--- src/rtl/bomb_slot_pool_if.sv ---
// Player-to-bomb-pool bundle: control inputs from the player side and the
// slot state/position buses read by the renderers.
interface bomb_slot_pool_if #(
    parameter int NUM_SLOTS = 3
);
    logic                     round_reset;
    logic                     OneSecPulse;
    logic                     drop_key;
    logic                     inc_bomb;
    logic [10:0]              player_topLeftX;
    logic [10:0]              player_topLeftY;
    logic [NUM_SLOTS-1:0]     chain_hit;
    logic [NUM_SLOTS-1:0]     slot_armed;
    logic [NUM_SLOTS-1:0]     slot_blasting;
    logic [11*NUM_SLOTS-1:0]  slot_x;
    logic [11*NUM_SLOTS-1:0]  slot_y;
    logic [3:0]               bombs_left;
    logic                     drop_ack;
    logic                     drop_reject;
    logic                     blast;
    logic                     explosion;

    modport master (
        output round_reset, OneSecPulse, drop_key, inc_bomb,
               player_topLeftX, player_topLeftY, chain_hit,
        input  slot_armed, slot_blasting, slot_x, slot_y, bombs_left,
               drop_ack, drop_reject, blast, explosion
    );

    modport slave (
        input  round_reset, OneSecPulse, drop_key, inc_bomb,
               player_topLeftX, player_topLeftY, chain_hit,
        output slot_armed, slot_blasting, slot_x, slot_y, bombs_left,
               drop_ack, drop_reject, blast, explosion
    );
endinterface

--- src/rtl/bomb_slot_pool.sv ---
// Per-player bomb pool: NUM_SLOTS independent fuse/blast slots, drop-key edge
// detection with tile-occupancy rejection, capacity pickups and chain detonation.
module bomb_slot_pool #(
    parameter int NUM_SLOTS     = 3,
    parameter int START_BOMBS   = 2,
    parameter int MAX_BOMBS     = 3,
    parameter int FUSE_SECONDS  = 3,
    parameter int BLAST_SECONDS = 1,
    parameter int GRID_SHIFT    = 5
) (
    input  logic              clk,
    input  logic              resetN,
    bomb_slot_pool_if.slave   bus
);
    typedef enum logic [1:0] {
        S_IDLE  = 2'd0,
        S_ARMED = 2'd1,
        S_BLAST = 2'd2
    } slot_state_e;

    // Rounding to the nearest tile commutes with 11-bit truncation, so the
    // whole snap can stay 11 bits wide.
    localparam logic [10:0] HALF_TILE = 11'(1 << (GRID_SHIFT - 1));
    localparam logic [10:0] TILE_MASK = ~11'((1 << GRID_SHIFT) - 1);

    logic [10:0]             snap_x, snap_y;
    logic [NUM_SLOTS-1:0]    idle_w, armed_w, blasting_w, occupied_w, entering_w;
    logic [NUM_SLOTS-1:0]    alloc;
    logic [11*NUM_SLOTS-1:0] slot_x_w, slot_y_w;
    logic [3:0]              armed_cnt, bombs_left_w;
    logic                    drop_edge, accept, found;

    logic       key_q, key_d;
    logic [3:0] cap_q, cap_d;
    logic       ack_q, ack_d;
    logic       rej_q, rej_d;
    logic       blast_q, blast_d;

    assign snap_x = (bus.player_topLeftX + HALF_TILE) & TILE_MASK;
    assign snap_y = (bus.player_topLeftY + HALF_TILE) & TILE_MASK;

    always_comb begin
        armed_cnt = '0;
        for (int i = 0; i < NUM_SLOTS; i++) begin
            armed_cnt = armed_cnt + 4'(armed_w[i]);
        end
    end

    assign bombs_left_w = cap_q - armed_cnt;

    // Decisions use registered slot state only, so a slot that is leaving
    // ARMED or BLAST in this cycle is still treated as busy.
    always_comb begin
        drop_edge = bus.drop_key & ~key_q;
        accept    = drop_edge && (bombs_left_w != 4'd0) && (|idle_w) && !(|occupied_w);
        alloc     = '0;
        found     = 1'b0;
        for (int i = 0; i < NUM_SLOTS; i++) begin
            if (idle_w[i] && !found) begin
                alloc[i] = accept;
                found    = 1'b1;
            end
        end
    end

    always_comb begin
        key_d   = bus.drop_key;
        cap_d   = cap_q;
        ack_d   = accept;
        rej_d   = drop_edge & ~accept;
        blast_d = |entering_w;
        if (bus.inc_bomb && (cap_q < 4'(MAX_BOMBS))) begin
            cap_d = cap_q + 4'd1;
        end
        if (bus.round_reset) begin
            key_d   = 1'b0;
            cap_d   = 4'(START_BOMBS);
            ack_d   = 1'b0;
            rej_d   = 1'b0;
            blast_d = 1'b0;
        end
    end

    always_ff @(posedge clk or negedge resetN) begin
        if (!resetN) begin
            key_q   <= 1'b0;
            cap_q   <= 4'(START_BOMBS);
            ack_q   <= 1'b0;
            rej_q   <= 1'b0;
            blast_q <= 1'b0;
        end else begin
            key_q   <= key_d;
            cap_q   <= cap_d;
            ack_q   <= ack_d;
            rej_q   <= rej_d;
            blast_q <= blast_d;
        end
    end

    for (genvar gi = 0; gi < NUM_SLOTS; gi++) begin : g_slot
        slot_state_e state_q, state_d;
        logic [3:0]  cnt_q, cnt_d;
        logic [10:0] x_q, x_d, y_q, y_d;

        always_comb begin
            state_d = state_q;
            cnt_d   = cnt_q;
            x_d     = x_q;
            y_d     = y_q;
            case (state_q)
                S_IDLE: begin
                    if (alloc[gi]) begin
                        state_d = S_ARMED;
                        cnt_d   = 4'(FUSE_SECONDS);
                        x_d     = snap_x;
                        y_d     = snap_y;
                    end
                end
                S_ARMED: begin
                    if (bus.chain_hit[gi] || (bus.OneSecPulse && cnt_q == 4'd1)) begin
                        state_d = S_BLAST;
                        cnt_d   = 4'(BLAST_SECONDS);
                    end else if (bus.OneSecPulse) begin
                        cnt_d = cnt_q - 4'd1;
                    end
                end
                S_BLAST: begin
                    if (bus.OneSecPulse) begin
                        if (cnt_q == 4'd1) begin
                            state_d = S_IDLE;
                            cnt_d   = 4'd0;
                            x_d     = 11'd0;
                            y_d     = 11'd0;
                        end else begin
                            cnt_d = cnt_q - 4'd1;
                        end
                    end
                end
                default: state_d = S_IDLE;
            endcase
            if (bus.round_reset) begin
                state_d = S_IDLE;
                cnt_d   = 4'd0;
                x_d     = 11'd0;
                y_d     = 11'd0;
            end
        end

        always_ff @(posedge clk or negedge resetN) begin
            if (!resetN) begin
                state_q <= S_IDLE;
                cnt_q   <= 4'd0;
                x_q     <= 11'd0;
                y_q     <= 11'd0;
            end else begin
                state_q <= state_d;
                cnt_q   <= cnt_d;
                x_q     <= x_d;
                y_q     <= y_d;
            end
        end

        assign idle_w[gi]     = (state_q == S_IDLE);
        assign armed_w[gi]    = (state_q == S_ARMED);
        assign blasting_w[gi] = (state_q == S_BLAST);
        assign entering_w[gi] = (state_q == S_ARMED) && (state_d == S_BLAST);
        assign occupied_w[gi] = (state_q != S_IDLE) && (x_q == snap_x) && (y_q == snap_y);
        assign slot_x_w[11*gi +: 11] = x_q;
        assign slot_y_w[11*gi +: 11] = y_q;
    end

    assign bus.slot_armed    = armed_w;
    assign bus.slot_blasting = blasting_w;
    assign bus.slot_x        = slot_x_w;
    assign bus.slot_y        = slot_y_w;
    assign bus.bombs_left    = bombs_left_w;
    assign bus.drop_ack      = ack_q;
    assign bus.drop_reject   = rej_q;
    assign bus.blast         = blast_q;
    assign bus.explosion     = |blasting_w;
endmodule
--- src/flat_wrapper.sv ---
// flat-port wrapper written by rule: the top's interface ports become plain ports
module bomb_slot_pool_flat 
#(
    parameter int NUM_SLOTS     = 3,
    parameter int START_BOMBS   = 2,
    parameter int MAX_BOMBS     = 3,
    parameter int FUSE_SECONDS  = 3,
    parameter int BLAST_SECONDS = 1,
    parameter int GRID_SHIFT    = 5
)
  (clk, resetN, bus_round_reset, bus_OneSecPulse, bus_drop_key, bus_inc_bomb, bus_player_topLeftX, bus_player_topLeftY, bus_chain_hit, bus_slot_armed, bus_slot_blasting, bus_slot_x, bus_slot_y, bus_bombs_left, bus_drop_ack, bus_drop_reject, bus_blast, bus_explosion);
  bomb_slot_pool_if #(.NUM_SLOTS(NUM_SLOTS)) bus_i ();
  input  logic clk;
  input  logic resetN;
  input wire logic [$bits(bus_i.round_reset)-1:0] bus_round_reset;
  input wire logic [$bits(bus_i.OneSecPulse)-1:0] bus_OneSecPulse;
  input wire logic [$bits(bus_i.drop_key)-1:0] bus_drop_key;
  input wire logic [$bits(bus_i.inc_bomb)-1:0] bus_inc_bomb;
  input wire logic [$bits(bus_i.player_topLeftX)-1:0] bus_player_topLeftX;
  input wire logic [$bits(bus_i.player_topLeftY)-1:0] bus_player_topLeftY;
  input wire logic [$bits(bus_i.chain_hit)-1:0] bus_chain_hit;
  output wire logic [$bits(bus_i.slot_armed)-1:0] bus_slot_armed;
  output wire logic [$bits(bus_i.slot_blasting)-1:0] bus_slot_blasting;
  output wire logic [$bits(bus_i.slot_x)-1:0] bus_slot_x;
  output wire logic [$bits(bus_i.slot_y)-1:0] bus_slot_y;
  output wire logic [$bits(bus_i.bombs_left)-1:0] bus_bombs_left;
  output wire logic [$bits(bus_i.drop_ack)-1:0] bus_drop_ack;
  output wire logic [$bits(bus_i.drop_reject)-1:0] bus_drop_reject;
  output wire logic [$bits(bus_i.blast)-1:0] bus_blast;
  output wire logic [$bits(bus_i.explosion)-1:0] bus_explosion;
  assign bus_i.round_reset = bus_round_reset;
  assign bus_i.OneSecPulse = bus_OneSecPulse;
  assign bus_i.drop_key = bus_drop_key;
  assign bus_i.inc_bomb = bus_inc_bomb;
  assign bus_i.player_topLeftX = bus_player_topLeftX;
  assign bus_i.player_topLeftY = bus_player_topLeftY;
  assign bus_i.chain_hit = bus_chain_hit;
  assign bus_slot_armed = bus_i.slot_armed;
  assign bus_slot_blasting = bus_i.slot_blasting;
  assign bus_slot_x = bus_i.slot_x;
  assign bus_slot_y = bus_i.slot_y;
  assign bus_bombs_left = bus_i.bombs_left;
  assign bus_drop_ack = bus_i.drop_ack;
  assign bus_drop_reject = bus_i.drop_reject;
  assign bus_blast = bus_i.blast;
  assign bus_explosion = bus_i.explosion;
  bomb_slot_pool #(.NUM_SLOTS(NUM_SLOTS), .START_BOMBS(START_BOMBS), .MAX_BOMBS(MAX_BOMBS), .FUSE_SECONDS(FUSE_SECONDS), .BLAST_SECONDS(BLAST_SECONDS), .GRID_SHIFT(GRID_SHIFT)) u_core (.clk(clk), .resetN(resetN), .bus(bus_i));
endmodule
--- config.mk ---
export PLATFORM = sky130hd
export DESIGN_NAME = bomb_slot_pool_flat
export DESIGN_NICKNAME = d
export VERILOG_FILES = /design/src/rtl/bomb_slot_pool_if.sv /design/src/rtl/bomb_slot_pool.sv /design/src/flat_wrapper.sv
export SDC_FILE = /design/constraint.sdc
export NUM_CORES = 1
export LEC_CHECK = 0
export BUFFER_PORTS_ARGS = -buffer_cell sky130_fd_sc_hd__clkbuf_2
export CAP_MARGIN = 10
export CORE_UTILIZATION = 55
export CTS_CLUSTER_DIAMETER = 50
export DETAILED_ROUTE_END_ITERATION = 10
export HOLD_SLACK_MARGIN = 0.15
export MAX_ROUTING_LAYER = met4
export PLACE_DENSITY = 0.78
export SETUP_SLACK_MARGIN = 0.5
export SYNTH_ARGS = -nofsm -noshare
export SYNTH_HDL_FRONTEND = slang
export SYNTH_SLANG_ARGS = --single-unit
--- constraint.sdc ---
create_clock -name clk -period 5.25 [get_ports clk]
set_clock_uncertainty 0.15 [all_clocks]
set_input_delay 0.2625 -clock clk [delete_from_list [all_inputs] [get_ports clk]]
set_output_delay 0.2625 -clock clk [all_outputs]
set_load 0.005 [all_outputs]
* Word-level counts from Yosys, hierarchy flattened
Cells that the tools add are included.
** Storage, ports and cells
- Register bits :: 92
- Input port bits :: 31
- Word-level logic and storage cells :: 183
** Operators by class
- Order comparisons :: 1
- Reduce and logical (&&, ||, !) cells :: 48
- Equality and inequality tests :: 30
- Mux-type cells :: 74
- Add/subtract/negate cells :: 9
- Bitwise gates (word level) :: 4
** Operator list (count)
- 11-bit two-way mux :: 18
- 11-bit case mux with 2 select lines :: 6
- 4-bit two-way mux :: 20
- 11-bit == test :: 6
- 4-bit case mux with 3 select lines :: 3
- 2-bit two-way mux :: 15
- 4-bit AND reduction :: 6
- 11-bit by 5-bit adder with 11-bit output, second input constant :: 2
- 1-bit logical AND :: 18
- 3-bit != test, second input constant :: 6
- 2-bit case mux with 3 select lines :: 3
- 4-bit nonzero test :: 4
- 2-bit == test, second input constant :: 6
- 4-bit by 1-bit == test with 1-bit output, second input constant :: 3
- 3-bit OR reduction :: 4
- 4-bit by 1-bit subtractor with 4-bit output, second input constant :: 3
- 1-bit two-way mux :: 9
- 3-bit by 2-bit != test with 1-bit output, second input constant :: 3
- 3-bit nonzero test :: 3
- 4-bit != test, second input constant :: 2
- 2-bit nonzero test :: 4
- 2-bit by 1-bit == test with 1-bit output, second input constant :: 3
- 2-bit zero test :: 3
- 4-bit by 1-bit adder with 4-bit output :: 1
- other kinds (9) :: 15

* Depth between registers and ports, before layout
Gate-level depths: netlist of run 1.
- Depth after elaboration :: 16
- Gate-level depth with buffers :: 15
- Mapped depth without buffers :: 14

* Worst setup path after synthesis of run 1
Ideal clock, no wire load.
- Path kind :: register to register
- Start :: register u_core.g_slot[1].state_q[1]
- End :: register u_core.g_slot[1].x_q[5]
- Arrival time :: 3.795 ns
- Period minus slack after synthesis :: 4.010 ns
- Path slack :: 1.240 ns
- Cell stages (with the launch flop) :: 16
- Library setup time :: 0.065 ns
- Cell sequence :: dfrtp_1 -> inv_1 -> ha_1 -> ha_1 -> fa_1 -> inv_1 -> ha_1 -> nor2_1 -> fa_1 -> inv_1 -> o41a_1 -> o41ai_2 -> or3_1 -> or3_1 -> buf_2 -> a2bb2o_1
** Between the ends
- Longest elaborated chain between the ends :: 11
- Elaborated cells on any way between the ends :: 25
- Classes of those cells :: add/sub: 3; eq/ne: 5; mux: 3; reduce/logical: 14
** RTL lines
- from (decl) :: line bomb_slot_pool.sv:101 : slot_state_e state_q, state_d;
- from (signal assigned) :: line bomb_slot_pool.sv:156 : state_q <= state_d;
- 2-bit by 1-bit == test with 1-bit output :: line bomb_slot_pool.sv:164 : assign armed_w[gi] = (state_q == S_ARMED);
- net bus_slot_armed[1] :: line flat_wrapper.sv:22 : output wire logic [$bits(bus_i.slot_armed)-1:0] bus_slot_armed;
- 1-bit by 1-bit adder with 2-bit output :: line bomb_slot_pool.sv:45 : armed_cnt = armed_cnt + 4'(armed_w[i]);
- 4-bit by 1-bit adder with 4-bit output :: line bomb_slot_pool.sv:45
- 4-bit subtractor :: line bomb_slot_pool.sv:49 : assign bombs_left_w = cap_q - armed_cnt;
- net bus_bombs_left[1] :: line flat_wrapper.sv:26 : output wire logic [$bits(bus_i.bombs_left)-1:0] bus_bombs_left;
- 4-bit nonzero test :: line bomb_slot_pool.sv:55 : accept = drop_edge && (bombs_left_w != 4'd0) && (|idle_w) && !(|occupied_w);
- 1-bit logical AND (3 in series) :: line bomb_slot_pool.sv:55
- 1-bit two-way mux :: line bomb_slot_pool.sv:59 : if (idle_w[i] && !found) begin
- 3-bit != test (no source line)
- 4-bit AND reduction (no source line)
- to (signal assigned) :: line bomb_slot_pool.sv:153 : x_q <= 11'd0;
- to (signal assigned) :: line bomb_slot_pool.sv:158 : x_q <= x_d;
- to (decl) :: line bomb_slot_pool.sv:103 : logic [10:0] x_q, x_d, y_q, y_d;
The timed path passes the listed nets, and every way through them passes these cells.
A chain may end at the register's enable or synchronous reset.

* Final worst setup path of run 1
- Start :: register u_core.g_slot[1].state_q[1]
- End :: register u_core.g_slot[0].x_q[10]
** Between the ends
- Longest elaborated chain between the ends :: 11
- Elaborated cells on any way between the ends :: 18
- Classes of those cells :: add/sub: 3; eq/ne: 2; mux: 1; reduce/logical: 12
** RTL lines (line)
- 2-bit by 1-bit == test with 1-bit output :: bomb_slot_pool.sv:164
- 1-bit by 1-bit adder with 2-bit output :: bomb_slot_pool.sv:45
- 4-bit by 1-bit adder with 4-bit output :: bomb_slot_pool.sv:45
- 4-bit subtractor :: bomb_slot_pool.sv:49
- 4-bit nonzero test :: bomb_slot_pool.sv:55
- 1-bit logical AND (2 in series) :: bomb_slot_pool.sv:55
- 1-bit logical AND (*) :: bomb_slot_pool.sv:55
- 1-bit two-way mux (*) :: bomb_slot_pool.sv:59
- 3-bit != test (no source line) (*)
- 4-bit AND reduction (no source line) (*)
- to (signal assigned) :: bomb_slot_pool.sv:153
- to (signal assigned) :: bomb_slot_pool.sv:158
- to (decl) :: bomb_slot_pool.sv:103
Mark *: on every way between the ends. The rest lies on a longest branch, timed or not.

==> results of run 1 <==
==> final cells by class <==
cell class                 instances  area share
sequential                        62      0.2813
timing repair buffer              79     0.07570
inverter                          32     0.02176
multi-input combinational        433      0.5503
clock inverter                     5     0.01904
tap                              108     0.02448
clock buffer                      11     0.02743
==> metrics by stage <==
stage	power, mW	utilization	hold slack, ns	worst slack (ns)	area (um2)
global placement	1.450	0.6003	0.3250	0.8426	5235
CTS	2.036	0.6320	0.1633	0.6583	5512
floorplan	1.213	-	-0.1831	1.240	5046
detailed placement	1.481	0.6003	0.3345	0.6826	5235
global route	2.170	0.6330	0.1875	0.5909	5520
finish	2.044	0.6330	0.1688	0.8025	5520
==> metal layers <==
metal | wire length, um | global-route usage | up-vias
met5 | 0 | - | -
met2 | 6521 | 0.4800 | 199
li1 | - | - | 2073
met3 | 728 | 0.03179 | 34
met4 | 381 | 0.1160 | 0
met1 | 5558 | 0.3602 | 2184
==> worst reg2reg max path: cells and delay by family (launching register included) <==
family / cells / cell delay (ns)
buffers and inverters: 4 / 0.49
flip-flops: 1 / 0.41
AO/OA/AOI/OAI: 5 / 1.38
AND/OR/NAND/NOR: 1 / 0.12
adder cells (fa/ha/maj): 5 / 1.80
==> flip-flops by register name, summed over array words and instances, names as in the netlist <==
| signal | cells |
|---|---|
| u_core.bus.drop_reject | 1 |
| u_core.g_slot.cnt_q | 12 |
| u_core.g_slot.y_q | 18 |
| u_core.g_slot.state_q | 6 |
| u_core.g_slot.x_q | 18 |
| u_core.key_q | 1 |
| u_core.cap_q | 4 |
| u_core.bus.drop_ack | 1 |
| u_core.bus.blast | 1 |
==> cells in the mapped netlist (5+ instances only) <==
library cell	n
nand3_1	11
o32ai_1	6
or3_1	14
buf_2	11
a211oi_1	7
nor2b_1	14
o31ai_1	5
xnor2_1	29
a21oi_1	28
dfrtp_1	61
o21ai_0	19
mux2i_1	10
buf_4	31
o2bb2ai_1	21
ha_1	25
nor2_1	45
nand2b_1	13
clkbuf_1	11
and2_1	5
nor3b_1	8
inv_1	32
xor2_1	10
nand2_1	30
and3_1	6
nor4_1	6
nor3_1	11
==> power by group through the flow <==
stage,clock network (mW),registers (mW),logic [mW]
detailed placement,0,0.648,0.833
floorplan,0,0.633,0.580
finish,0.554,0.642,0.848
global route,0.572,0.651,0.946
global placement,0,0.642,0.808
CTS,0.556,0.639,0.841
==> final timing paths <==
| kind | start | end | cells past startpoint |
|---|---|---|---|
| setup / recovery | u_core.g_slot[1].state_q[1] | u_core.g_slot[0].x_q[10] | 15 |
| hold / removal | bus_chain_hit[0] | u_core.g_slot[0].state_q[1] | 3 |
| setup reg to reg | u_core.g_slot[1].state_q[1] | u_core.g_slot[0].x_q[10] | 15 |
| hold reg to reg | u_core.g_slot[1].y_q[5] | u_core.g_slot[1].y_q[5] | 1 |
| max in group asynchronous | resetN | u_core.cap_q[3] | 3 |
| min in group asynchronous | resetN | u_core.g_slot[0].x_q[7] | 3 |
==> kinds of logic after synthesis <==
| logic type | after synthesis |
|---|---|
| buf+inv | 87 |
| mux | 12 |
| fa+ha+maj | 27 |
| compound gates | 138 |
| other cells | 1 |
| xor+xnor | 42 |
| simple gates | 184 |
| flops | 62 |
==> what timing repair did <==
item,in CTS,in global routing
gates resized for setup,0,2
buffers inserted,0,0
hold buffers,2,0
endpoints found under the setup margin,0,15
hold endpoints to repair,62,0
==> impl_metrics.py, run 1 <==
metrics = {
    "logic_synthesis": {
        "synth_area_leaders": "dfrtp_1, ha_1, xnor2_1",
        "synth_adder_area_share": 0.07146,
        "synthArstFlopShare": 1.000,
        "synth_ff_type": "dfrtp_1",
        "synthDistinctLibCells": 77,
        "yosysTopAreaCellShare": 0.3092,
        "synth_xor_area_frac": 0.08287,
        "avgSynthCellArea_um2": 8.928,
        "synth_top_family_by_area": "compound AO/OA/AOI/OAI gates",
        "synth_edf_count": 0,
        "synth_compound_area_frac": 0.2116,
        "synthSimpleGateAreaFrac": 0.1999,
        "yosysWarnings": 0,
        "ys_seq_area_frac": 0.3145,
        "ys_ff_latch": 62,
        "netlist_area_um2": 4937,
        "synth_top_area_cell": "dfrtp_1",
        "synthMuxAreaShare": 0.02484,
        "syn-instance-count": 553,
    },
    "setup_path": {
        "crit_path_max_incr_delay_ns": 0.56,
        "required_ns": 5.33,
        "path_delay_family": "adder cells",
        "slowest_stage": "o31ai_1",
        "endpoint_kind": "flip-flop",
        "critPathMaxFanout": 12,
        "cp_num_buf_inv": 4,
        "critical_path_class": "flip-flop to flip-flop",
        "arrival_ns": 4.53,
        "reg2reg_slack_ns": 0.80,
        "cp-start-kind": "flip-flop",
        "cp_cell_sequence": "inv_1 -> ha_1 -> ha_1 -> fa_1 -> inv_1 -> ha_1 -> nor2_1 -> fa_1 -> inv_1 -> o41a_1 -> o41ai_2 -> o31ai_1 -> a31oi_1 -> buf_4 -> o2bb2ai_1",
    },
    "route": {
        "drtAntennaViolNets": 0,
        "drt_iter0_markers": 222,
        "wl_per_cell_um": 18.07,
        "drc": 0,
        "firstDrtPassIters": 4,
        "vias": 4490,
        "drt-total-wl_um": 13190,
        "vias_per_cell": 6.151,
    },
    "floorplanning": {
        "rows": 34,
        "coreArea_um2": 8721,
        "die-area_um2": 9360,
        "initial_utilization": 0.5661,
        "ios": 111,
        "die_h_um": 96.75,
        "die_w_um": 96.75,
    },
    "placement": {
        "gp_congestion": 0.9189,
        "io_buffer_count": 72,
        "dp_hpwl_um": 9445,
        "dp_cells": 712,
    },
    "finish": {
        "final_common_cell": "clkbuf_2",
        "drive_gt1_frac": 0.1785,
        "final_cell_mix": "clkbuf_2, dfrtp_1, nor2_1",
        "nets": 675,
        "final_cells": 730,
        "multi_input_area_um2": 3038,
        "diodes": 0,
        "syn_to_final_growth_pct": 11.81,
        "seq_area_um2": 1553,
        "fillers": 711,
    },
    "cts": {
        "cts_tree": "done",
        "cts_sinks": 62,
        "cts_buffers": 9,
        "path_clk_slew_ns": 0.08,
        "cts-root-buf": "clkbuf_8",
        "insertion_delay_ns": 0.35,
        "clk_path_buf_depth": 2,
        "htree_levels": 3,
    },
    "pwr": {
        "peakVddDrop_uv": 200.5,
        "switchingPower_uw": 790.0,
        "p_clk_frac": 0.271,
        "p_sw_frac": 0.3865,
        "power_leakage_nw": 2.583,
        "intPower_mw": 1.254,
        "seqPwrFrac": 0.314,
        "powerDensity_nw_per_um2": 370.3,
        "power.share.combinational": 0.415,
    },
    "timing": {
        "rsz0062_at_grt": "no",
        "hold_viol_final": 0,
        "final.setup.tns_ns": 0,
        "setup_violations": 0,
        "fin_crit_sh": 0.8472,
        "worstMarginPinSlew_ns": 0.9086,
        "slew_viol_final": 0,
        "post-route-min-period_ns": 4.448,
        "slew_headroom": 0.3943,
        "fmax_ghz": 0.2248,
    },
    "flow_run": {
        "drv_cap": 0,
    },
    "global_routing": {
        "grt_max_degree": 63,
        "overflow": 0,
        "antenna_found_initial": 0,
        "grt_pass1_vias": 4204,
        "grt_pass1_wl_um": 21020,
        "grt_util_all_layers": 0.2886,
    },
    "hold_path": {
        "hp-class": "primary input to flip-flop",
    },
    "run_status": {
        "status": "finished, final reports clean",
    },
}
(Power assumes the default switching activity.)
==> run 2, diff against run 1 <==
Clock period 5.25 ns to 4.55 ns, I/O delays scaled along.
==> run 2 against run 1 <==
  * Count of clock-buffer cells in the layout rose by 2
  * Clock power rose by 11%
  * Sequential share of layout area is 1.6 points lower
  * Critical endpoint is now u_core.g_slot[1].cnt_q[2]
  * Global-route usage increased by 0.51 points
==> impl_metrics.py, run 2 (same netlist as run 1, synthesis figures left out) <==
metrics = {
    "timing": {
        "rsz0062_at_grt": "yes",
        "slew_viol_final": 0,
        "setup_violations": 0,
        "setup_ws_ns": 0.5332,
        "post-route-min-period_ns": 4.017,
        "fin_crit_sh": 0.8828,
        "worstMarginPinSlew_ns": 0.9226,
        "slew_headroom": 0.3849,
        "final.setup.tns_ns": 0,
        "fmax_ghz": 0.2490,
        "hold_viol_final": 0,
    },
    "pwr": {
        "powerDensity_nw_per_um2": 435.5,
        "peakVddDrop_uv": 278.1,
        "power_leakage_nw": 2.736,
        "power.total_mw": 2.548,
    },
    "setup_path": {
        "crit_path_max_incr_delay_ns": 0.51,
        "cp-start-kind": "flip-flop",
        "cp_cell_sequence": "ha_4 -> ha_4 -> fa_1 -> inv_1 -> ha_2 -> nor2_2 -> fa_1 -> inv_2 -> o41a_1 -> buf_6 -> o41a_4 -> buf_6 -> a31oi_4 -> mux2i_1 -> o41ai_2",
        "critPathMaxFanout": 6,
        "reg2reg_slack_ns": 0.53,
        "critical_path_class": "flip-flop to flip-flop",
        "arrival_ns": 4.08,
        "path_delay_family": "adder cells",
        "required_ns": 4.61,
        "cp_num_buf_inv": 4,
        "endpoint_kind": "flip-flop",
        "slowest_stage": "fa_1",
    },
    "flow_run": {
        "drv_cap": 0,
    },
    "global_routing": {
        "grt_util_all_layers": 0.2938,
        "grt_pass1_wl_um": 21350,
        "overflow": 0,
        "antenna_found_initial": 0,
        "grt_max_degree": 63,
        "grt_pass1_vias": 4381,
    },
    "placement": {
        "pre_cts_ws_ns": 0.07856,
        "dp_hpwl_um": 9488,
        "gp_congestion": 0.9451,
        "io_buffer_count": 72,
        "dpl_cell_area_um2": 5280,
    },
    "finish": {
        "largest_registers": "u_core.g_slot.x_q: 18 flops, u_core.g_slot.y_q: 18 flops, u_core.g_slot.cnt_q: 12 flops",
        "final_common_cell": "clkbuf_2",
        "syn_to_final_growth_pct": 18.53,
        "diodes": 0,
        "final_cell_mix": "clkbuf_2, dfrtp_1, nor2_1",
        "nets": 697,
        "drive_gt1_frac": 0.2267,
        "post-route-cell-area_um2": 5852,
    },
    "cts": {
        "clk_path_buf_depth": 2,
        "cts_tree": "done",
        "path_clk_slew_ns": 0.07,
        "cts_buffers": 9,
        "cts_sinks": 62,
        "insertion_delay_ns": 0.35,
        "htree_levels": 3,
        "cts-root-buf": "clkbuf_8",
    },
    "floorplanning": {
        "coreArea_um2": 8721,
        "ios": 111,
        "initial_utilization": 0.5661,
        "die_h_um": 96.75,
        "rows": 34,
        "die_w_um": 96.75,
        "die-area_um2": 9360,
    },
    "route": {
        "drt-total-wl_um": 13810,
        "firstDrtPassIters": 5,
        "wl_per_cell_um": 18.36,
        "drc": 0,
        "drt_iter0_markers": 297,
        "vias": 4599,
        "drtAntennaViolNets": 0,
        "vias_per_cell": 6.116,
    },
    "hold_path": {
        "hp-class": "primary input to flip-flop",
    },
    "run_status": {
        "status": "finished, final reports clean",
    },
}
run 2: cell count changes in the layout (fill, tap and decap cells not counted), moves of 3 or more:
cell	delta
o2bb2ai_1	-3
ha_4	+3
buf_4	+15
ha_1	-4
inv_1	-3
o2bb2ai_2	+3
inv_2	+3
run 2: per-stage QoR:
stage / cells / utilization / hold WS [ns]
4_1_cts: 742 / 0.6491 / 0.1683
3_5_place_dp: 718 / 0.6055 / 0.3033
3_3_place_gp: 718 / 0.6055 / 0.2879
2_1_floorplan: 582 / - / -0.2181
6_report: 752 / 0.6710 / 0.1714
5_1_grt: 752 / 0.6710 / 0.2204
run 2: worst paths after layout:
check / from / endpoint / cells past startpoint
min in group asynchronous: resetN / u_core.g_slot[1].x_q[8] / 3
worst max-delay path: u_core.g_slot[0].state_q[0] / u_core.g_slot[1].cnt_q[2] / 15
max in group asynchronous: resetN / u_core.g_slot[0].cnt_q[3] / 3
worst min-delay path: bus_inc_bomb / u_core.cap_q[0] / 4
worst max register to register: u_core.g_slot[0].state_q[0] / u_core.g_slot[1].cnt_q[2] / 15
worst min register to register: u_core.g_slot[0].x_q[8] / u_core.g_slot[0].x_q[8] / 1
run 2: power by group:
part	internal, mW	leakage, nW	total [mW]	switching (mW)
registers	0.639	0.851	0.745	0.106
logic	0.541	1.76	1.19	0.645
clock network	0.395	0.124	0.617	0.223
run 2: area by class of cell:
| cell class | instances | area [um2] |
|---|---|---|
| clock buffer | 13 | 158.9 |
| clock inverter | 3 | 90.09 |
| fill | 703 | 2869 |
| inverter | 32 | 120.1 |
| multi-input combinational | 434 | 3182 |
| sequential | 62 | 1553 |
| tap | 108 | 135.1 |
| timing repair buffer | 100 | 613.1 |
run 2: routing by layer:
metal	share of wire	global-route usage	vias to the layer above
li1	-	-	2119
met1	0.39	0.3504	2199
met2	0.50	0.4778	239
met3	0.074	0.05564	42
met4	0.037	0.1424	0
met5	0	-	-
run 2: repair_timing:
| item | in CTS | in global routing |
|---|---|---|
| resized for setup | 11 | 24 |
| setup buffers | 4 | 9 |
| pin swaps | 1 | 10 |
| setup endpoints to repair | 46 | 48 |
| endpoints found under the hold margin | 64 | 0 |
| hold buffers | 4 | 0 |
| cloned | 0 | 1 |
run 2: tightest hold or removal path: cells and delay by family:
family,cells,cell delay (ns)
XOR/XNOR,1,0.14
AND/OR/NAND/NOR,2,0.20
buffers and inverters,1,0.08
==> run 3, diff against run 2 <==
Settings changed: PLACE_DENSITY 0.78 to 0.81.
==> run 3 against run 2 <==
  * Design area up 1.3%
  * Routed wire length up 5.1%
  * Power up 0.75%
  * Die area unchanged
  * Largest power group unchanged
==> impl_metrics.py, run 3 (same netlist as run 1, synthesis figures left out) <==
metrics = {
    "timing": {
        "setup_violations": 0,
        "final.setup.tns_ns": 0,
        "slew_viol_final": 0,
        "fmax_ghz": 0.2470,
        "rsz0062_at_grt": "yes",
        "fin_crit_sh": 0.8898,
        "post-route-min-period_ns": 4.049,
        "slew_headroom": 0.3766,
        "hold_viol_final": 0,
        "worstMarginPinSlew_ns": 0.9351,
        "setup_ws_ns": 0.5014,
    },
    "pwr": {
        "peakVddDrop_uv": 226.7,
        "power_leakage_nw": 2.766,
        "powerDensity_nw_per_um2": 433.2,
        "power.total_mw": 2.568,
    },
    "global_routing": {
        "grt_pass1_vias": 4322,
        "grt_util_all_layers": 0.3109,
        "grt_max_degree": 63,
        "antenna_found_initial": 0,
        "overflow": 0,
        "grt_pass1_wl_um": 22270,
    },
    "route": {
        "drtAntennaViolNets": 0,
        "drt_iter0_markers": 266,
        "vias_per_cell": 6.173,
        "vias": 4685,
        "drt-total-wl_um": 14510,
        "drc": 0,
        "wl_per_cell_um": 19.12,
        "firstDrtPassIters": 5,
    },
    "setup_path": {
        "endpoint_kind": "flip-flop",
        "cp-start-kind": "flip-flop",
        "critPathMaxFanout": 6,
        "required_ns": 4.61,
        "critical_path_class": "flip-flop to flip-flop",
        "arrival_ns": 4.11,
    },
    "finish": {
        "multi_input_area_um2": 3184,
        "fillers": 706,
        "final_cell_mix": "clkbuf_2, dfrtp_1, nor2_1",
        "diodes": 0,
        "seq_area_um2": 1554,
        "nets": 704,
        "post-route-cell-area_um2": 5927,
        "drive_gt1_frac": 0.2412,
        "final_common_cell": "clkbuf_2",
        "largest_registers": "u_core.g_slot.x_q: 18 flops, u_core.g_slot.y_q: 18 flops, u_core.g_slot.cnt_q: 12 flops",
        "syn_to_final_growth_pct": 20.05,
    },
    "floorplanning": {
        "initial_utilization": 0.5661,
        "ios": 111,
        "die_h_um": 96.75,
        "rows": 34,
        "die_w_um": 96.75,
        "coreArea_um2": 8721,
        "die-area_um2": 9360,
    },
    "cts": {
        "cts_buffers": 9,
        "htree_levels": 3,
        "cts_tree": "done",
        "insertion_delay_ns": 0.36,
        "cts-root-buf": "clkbuf_8",
        "cts_sinks": 62,
        "path_clk_slew_ns": 0.07,
        "clk_path_buf_depth": 2,
    },
    "hold_path": {
        "hp-class": "primary input to flip-flop",
    },
    "placement": {
        "dp_hpwl_um": 9797,
        "gp_congestion": 0.9722,
        "pre_cts_ws_ns": 0.1380,
        "dpl_cell_area_um2": 5280,
        "io_buffer_count": 72,
    },
    "flow_run": {
        "drv_cap": 0,
    },
    "run_status": {
        "status": "finished, final reports clean",
    },
}
[run 3: cell count changes in the layout (fill, tap and decap cells not counted), sizes merged]
cell and delta:
clkinv +2, clkinvlp +1, bufinv -1, buf +5
[run 3: final cells by class]
class,instances,area share
inverters,32,0.02027
flip-flops and latches,62,0.2622
multi-input cells,434,0.5373
clock buffers,11,0.02554
clock inverters,5,0.01372
repair buffers,107,0.1182
well taps,108,0.02280
[run 3: critical path, cell delays in order (launching register included)]
cell and delay, ns:
dfrtp_1 0.40, inv_2 0.10, ha_4 0.16, ha_4 0.19, fa_1 0.46, inv_1 0.09, ha_2 0.21, nor2_4 0.04
fa_2 0.56, inv_2 0.04, o41a_1 0.45, buf_6 0.16, o41a_4 0.13, buf_6 0.14, a31oi_4 0.26, mux2i_1 0.26
o41ai_1 0.10
[run 3: metal layers]
metal	GRT usage	vias up	part of all wire
li1	-	2132	-
met1	0.3831	2267	0.38
met2	0.5070	241	0.50
met3	0.04841	45	0.081
met4	0.1355	0	0.039
met5	-	-	0
[run 3: worst paths after layout]
path	from	to	slack, ns	depth (start not counted)
worst max register to register	u_core.g_slot[1].state_q[1]	u_core.g_slot[1].cnt_q[2]	0.50	16
max in group asynchronous	resetN	u_core.g_slot[1].state_q[0]	3.22	3
min in group asynchronous	resetN	u_core.g_slot[2].y_q[6]	0.44	3
worst max-delay path	u_core.g_slot[1].state_q[1]	u_core.g_slot[1].cnt_q[2]	0.50	16
worst min-delay path	bus_inc_bomb	u_core.cap_q[0]	0.17	4
worst min register to register	u_core.g_slot[0].x_q[7]	u_core.g_slot[0].x_q[7]	0.39	1
[run 3: stage by stage]
step	std cells	hold slack (ns)	util
floorplan	582	-0.2181	-
global placement	718	0.2863	0.6055
detailed placement	718	0.3007	0.6055
CTS	742	0.1628	0.6468
global route	759	0.2224	0.6796
finish	759	0.1694	0.6796
[run 3: repair_timing]
item,CTS,global route
gates resized for setup,11,26
pin swaps,2,12
hold buffers,4,0
setup buffers,4,14
endpoints found under the setup margin,43,46
endpoints found under the hold margin,64,0
gates cloned,0,3
[run 3: where the power goes]
group	leakage, nW	total (mW)	internal [mW]	switching [mW]
combinational	1.80	1.24	0.577	0.663
clock	0.116	0.585	0.339	0.246
sequential	0.849	0.743	0.639	0.104
total	2.77	2.57	1.55	1.01
